<file path="src/rtl/reg_bus_master.sv">
// Command-FIFO-fed register bus master: queues host reads/writes, issues them one at a time
// on a single-strobe register bus and returns read data or an illegal-address error.
module reg_bus_master #(
   parameter int ADDR_WIDTH = 32,
   parameter int DATA_WIDTH = 32,
   parameter int FIFO_DEPTH = 4
) (
   input  logic                          clk,
   input  logic                          reset,
   input  logic                          cmd_valid,
   output logic                          cmd_ready,
   input  logic                          cmd_wr,
   input  logic [ADDR_WIDTH-1:0]         cmd_addr,
   input  logic [DATA_WIDTH-1:0]         cmd_wdata,
   output logic                          rsp_valid,
   output logic [DATA_WIDTH-1:0]         rsp_rdata,
   output logic                          rsp_err,
   output logic [ADDR_WIDTH-1:0]         addr,
   output logic                          wr_en,
   output logic                          valid,
   output logic [DATA_WIDTH-1:0]         wdata,
   input  logic [DATA_WIDTH-1:0]         rdata,
   output logic                          busy,
   output logic [$clog2(FIFO_DEPTH):0]   fifo_level,
   output logic [1:0]                    state_dbg
);

   localparam int PTR_W = $clog2(FIFO_DEPTH);

   localparam logic [1:0] ST_IDLE    = 2'd0;
   localparam logic [1:0] ST_ISSUE   = 2'd1;
   localparam logic [1:0] ST_RD_WAIT = 2'd2;

   // Legal window is the four word-aligned registers starting at this base.
   localparam logic [ADDR_WIDTH-1:0] REG_BASE = ADDR_WIDTH'(32'h400);

   logic [1:0]            state;
   logic [PTR_W-1:0]      wr_ptr;
   logic [PTR_W-1:0]      rd_ptr;
   logic [PTR_W:0]        count;

   logic                  mem_wr    [FIFO_DEPTH];
   logic [ADDR_WIDTH-1:0] mem_addr  [FIFO_DEPTH];
   logic [DATA_WIDTH-1:0] mem_wdata [FIFO_DEPTH];

   logic                  push;
   logic                  pop;
   logic                  head_wr;
   logic [ADDR_WIDTH-1:0] head_addr;
   logic [DATA_WIDTH-1:0] head_wdata;
   logic                  head_legal;

   // Host handshake: a command transfers on every rising edge where cmd_valid and
   // cmd_ready are both high; cmd_ready depends only on the registered FIFO level,
   // so a pop in the same cycle never lets a command through a full FIFO.
   assign cmd_ready = (count != (PTR_W+1)'(FIFO_DEPTH));
   assign push      = cmd_valid && cmd_ready;
   assign pop       = (state == ST_IDLE) && (count != '0);

   assign head_wr    = mem_wr[rd_ptr];
   assign head_addr  = mem_addr[rd_ptr];
   assign head_wdata = mem_wdata[rd_ptr];
   assign head_legal = (head_addr[1:0] == 2'b00) && ((head_addr >> 4) == (REG_BASE >> 4));

   assign busy       = (count != '0) || (state != ST_IDLE);
   assign fifo_level = count;
   assign state_dbg  = state;

   always_ff @(posedge clk) begin
      if (push) begin
         mem_wr[wr_ptr]    <= cmd_wr;
         mem_addr[wr_ptr]  <= cmd_addr;
         mem_wdata[wr_ptr] <= cmd_wdata;
      end
   end

   always_ff @(posedge clk or posedge reset) begin
      if (reset) begin
         wr_ptr <= '0;
         rd_ptr <= '0;
         count  <= '0;
      end else begin
         if (push) wr_ptr <= wr_ptr + PTR_W'(1);
         if (pop)  rd_ptr <= rd_ptr + PTR_W'(1);
         case ({push, pop})
            2'b10:   count <= count + (PTR_W+1)'(1);
            2'b01:   count <= count - (PTR_W+1)'(1);
            default: count <= count;
         endcase
      end
   end

   // Bus fields stay put between pops; valid and rsp_valid are single-cycle strobes.
   always_ff @(posedge clk or posedge reset) begin
      if (reset) begin
         state     <= ST_IDLE;
         valid     <= 1'b0;
         wr_en     <= 1'b0;
         addr      <= '0;
         wdata     <= '0;
         rsp_valid <= 1'b0;
         rsp_rdata <= '0;
         rsp_err   <= 1'b0;
      end else begin
         valid     <= 1'b0;
         rsp_valid <= 1'b0;
         case (state)
            ST_IDLE: begin
               if (pop) begin
                  if (head_legal) begin
                     addr  <= head_addr;
                     wr_en <= head_wr;
                     wdata <= head_wdata;
                     valid <= 1'b1;
                     state <= ST_ISSUE;
                  end else begin
                     rsp_valid <= 1'b1;
                     rsp_err   <= 1'b1;
                     rsp_rdata <= '0;
                  end
               end
            end
            ST_ISSUE: begin
               state <= wr_en ? ST_IDLE : ST_RD_WAIT;
            end
            ST_RD_WAIT: begin
               rsp_valid <= 1'b1;
               rsp_err   <= 1'b0;
               rsp_rdata <= rdata;
               state     <= ST_IDLE;
            end
            default: state <= ST_IDLE;
         endcase
      end
   end

endmodule

</file>
<file path="config.mk">
export PLATFORM = sky130hd
export DESIGN_NAME = reg_bus_master
export DESIGN_NICKNAME = d
export VERILOG_FILES = /design/src/rtl/reg_bus_master.sv
export SDC_FILE = /design/constraint.sdc
export NUM_CORES = 1
export LEC_CHECK = 0
export ABC_AREA = 1
export CELL_PAD_IN_SITES_DETAIL_PLACEMENT = 1
export CELL_PAD_IN_SITES_GLOBAL_PLACEMENT = 2
export CORE_MARGIN = 2
export CORE_UTILIZATION = 30
export CTS_BUF_LIST = sky130_fd_sc_hd__clkbuf_2 sky130_fd_sc_hd__clkbuf_4 sky130_fd_sc_hd__clkbuf_8
export CTS_CLUSTER_SIZE = 24
export DETAILED_ROUTE_END_ITERATION = 10
export DONT_BUFFER_PORTS = 1
export GPL_TIMING_DRIVEN = 0
export PLACE_DENSITY = 0.63
export SKIP_CTS_REPAIR_TIMING = 1
export SLEW_MARGIN = 20
export SYNTH_ARGS = -nofsm -noshare
export SYNTH_HDL_FRONTEND = slang
export SYNTH_SLANG_ARGS = --single-unit
export TNS_END_PERCENT = 10
</file>
<file path="constraint.sdc">
create_clock -name clk -period 5 [get_ports clk]
set_input_delay 1 -clock clk [delete_from_list [all_inputs] [get_ports clk]]
set_output_delay 1 -clock clk [all_outputs]
set_load 0.01 [all_outputs]
</file>
==> metrics <==
status=finished, final reports clean; pre-CTS setup slack=1.92 ns; final worst setup slack=2.00 ns; Fin. Hold Viols=0; crit path from=rd_ptr[0]$_DFFE_PP0N_; Starting DRT DRC Count=396; Warnings, synthesis=0; VDD IR max=211 uV; grt ovf=0; CTS Buf Count=68; crit path launch type=flip-flop; Clock Sinks=369; Worst Hold Class=input pin to asynchronous set/reset pin; relative slew slack=52.2%; Cells after Synth=1266; initial antenna violation count=2; Finish-stage setup viols=0; area post-placement=15500 sq um; RSZ-0062 raised after global routing=false; Net Count, Synth=1372; max_cap viols=0; Core Area=47600 sq um; # port buffers=0; die width=223 microns; Multi-input gate area=3050 sq um; CP Data Required Time=5.51 ns; Global Route Usage Sum=15.7%; worst skew pair latency=0.63 ns; Nets=1455; share of post-route cells with drive strength above 1=11.1%; Die Ht=223 microns; Crit. End Element=flip-flop; largest net degree at the start of global routing=65; # IOs=207; Synth cell types=24; Setup CP Type=flip-flop to flip-flop; sequential area share after synthesis=73.0%; Post-DP HPWL=25900 microns; Leak Pwr=7.30 nW; first-pass GRT wire length=59400 microns; final instance area=16900 sq um; num rows=80; Mapped Area=14400 sq um; CTS max path bufs=3; CTS tree=yes; crit share post-route=60.0%; gpl congestion=0.700; fillers=5225; Synth Register Bits=369; synth-to-layout area growth=17.2%; root buf cell=clkbuf_8; worst-margin pin slew=0.716 ns; crit-path max FO=10; minimum clock period=3.00 ns; ANT nets after route=0; FF-to-FF Start=rd_ptr[0]$_DFFE_PP0N_; via count=9175; die area=49900 sq um; max-slew violation count=0; vias per cell=4.55; Pwr Density=548 nW/um^2; Starting Density=30.3%; f_max=333 MHz; routed length per instance=19.2 microns; Reg2Reg Setup Slack=2.00 ns; data arrival time at the worst-slack endpoint=3.51 ns; drc violations=0; syn avg cell area=11.4 sq um; number of global-route vias before repair=9957; Clock transition at path regs=0.06 ns; DRT Wirelength=38800 microns; drt first pass iters=4; H-tree Lvls=3; register area=10500 sq um; clock skew=0.0383 ns
-- synth_stat cells --
| cell type | n | area [sq um] |
|---|---|---|
| nand2_1 | 332 | 1250 |
| inv_2 | 1 | 3.75 |
| buf_6 | 1 | 11.3 |
| o22ai_1 | 35 | 219 |
| nor2_1 | 88 | 330 |
| nand4_1 | 35 | 219 |
| nor2_4 | 2 | 22.5 |
| buf_2 | 20 | 100 |
| a21oi_1 | 2 | 10.0 |
| xor2_1 | 3 | 26.3 |
| edfxtp_1 | 260 | 7810 |
| inv_1 | 154 | 578 |
| o21ai_0 | 74 | 370 |
| nand3_1 | 90 | 450 |
| clkbuf_1 | 43 | 161 |
| ha_1 | 5 | 62.6 |
| xnor2_1 | 2 | 17.5 |
| buf_1 | 1 | 3.75 |
| dfrtp_1 | 109 | 2730 |
| o211ai_1 | 1 | 7.51 |
| or2_2 | 1 | 6.26 |
| fa_1 | 1 | 20.0 |
| nor3_1 | 3 | 15.0 |
| buf_4 | 3 | 22.5 |
-- logic make-up (layout without fill, tap and decap cells) --
logic type	Yosys count	after routing	synth area share, %
flops	369	369	73.0
xor+xnor	5	5	0.303
other cells	0	1	0
buf+inv	223	357	6.10
simple gates	551	551	15.9
fa+ha+maj	6	6	0.572
compound gates	112	112	4.20
-- registers in the layout (all words and copies together) (netlist names) --
register and count:
valid 1, mem_wr 4, wr_ptr 2, mem_wdata 128, rd_ptr 2, state_dbg 2, rsp_rdata 32, rsp_err 1
mem_addr 128, addr 32, rsp_valid 1, wr_en 1, wdata 32, fifo_level 3
-- routing by layer --
layer,routed length (microns),GRT usage [%],vias up
met5,0,0,-
met4,897,5.18,0
met3,3280,6.39,72
met2,18500,26.6,233
met1,16100,18.2,4484
li1,-,-,4386
-- stage by stage --
| step | power [mW] | setup TNS [ns] | util [%] | std cells | hold WS (ns) |
|---|---|---|---|---|---|
| floorplan | 5.47 | 0 | - | 1266 | 0.489 |
| global placement | 6.37 | -633.71 | 31.9 | 1881 | 0.518 |
| detailed placement | 6.48 | 0 | 32.6 | 1894 | 0.523 |
| CTS | 9.51 | 0 | 35.5 | 2015 | 0.248 |
| global route | 9.89 | 0 | 35.5 | 2016 | 0.259 |
| finish | 9.28 | 0 | 35.5 | 2016 | 0.269 |
-- path summary, 6_finish.rpt --
path / end / depth (start not counted)
min reg2reg: addr[18]$_DFFE_PP0P_ / 2
max in group asynchronous: rsp_rdata[7]$_DFFE_PP0P_ / 2
max: addr[24]$_DFFE_PP0P_ / 14
max reg2reg: addr[24]$_DFFE_PP0P_ / 14
min: addr[22]$_DFFE_PP0P_ / 1
min in group clk: mem_addr[0][24]$_DFFE_PP_ / 0
-- report_power, final --
group          internal (mW)  total [mW]  switching (mW)
clock                   1.67        2.95            1.28
sequential              3.78        3.90           0.120
combinational          0.703        2.42            1.72
total                   6.15        9.28            3.13
-- layout make-up --
| cell class | instances | area share (%) |
|---|---|---|
| Antenna cell | 1 | 0.0148 |
| Buffer | 68 | 1.77 |
| Clock buffer | 95 | 6.91 |
| Clock inverter | 26 | 1.23 |
| Inverter | 155 | 3.47 |
| Multi-Input combinational cell | 674 | 18.0 |
| Sequential cell | 369 | 62.3 |
| Tap cell | 615 | 4.55 |
| Timing Repair Buffer | 13 | 1.76 |
-- cell usage in the layout, fill, tap and decap left out --
master	n
o22ai_1	35
nand2_1	332
ha_1	5
inv_2	1
nor3_1	3
fa_1	1
buf_12	8
o211ai_1	1
clkbuf_8	73
or2_2	1
bufinv_16	3
clkinvlp_4	4
nand3_1	90
inv_1	153
edfxtp_1	260
clkbuf_4	22
nor2_1	84
buf_6	1
clkbuf_1	43
buf_16	5
buf_2	20
xor2_1	3
nor2_4	6
a21oi_1	2
clkinv_2	6
nand4_1	35
diode_2	1
o21ai_0	74
clkinv_1	11
xnor2_1	2
buf_1	1
inv_6	3
dfrtp_1	109
buf_4	3
-- worst max-delay path, stage by stage (launching register included) --
cell and delay (ns):
dfrtp_1 0.41, inv_2 0.09, buf_2 0.23, buf_2 0.34, nand2_1 0.10, nand3_1 0.08, nand2_1 0.07, nor2_1 0.11
nand2_1 0.12, nor2_4 0.38, nand3_1 0.28, buf_2 0.30, buf_2 0.23, nand2_1 0.08, inv_1 0.04
Note: power is estimated with default switching activity, not from simulation.
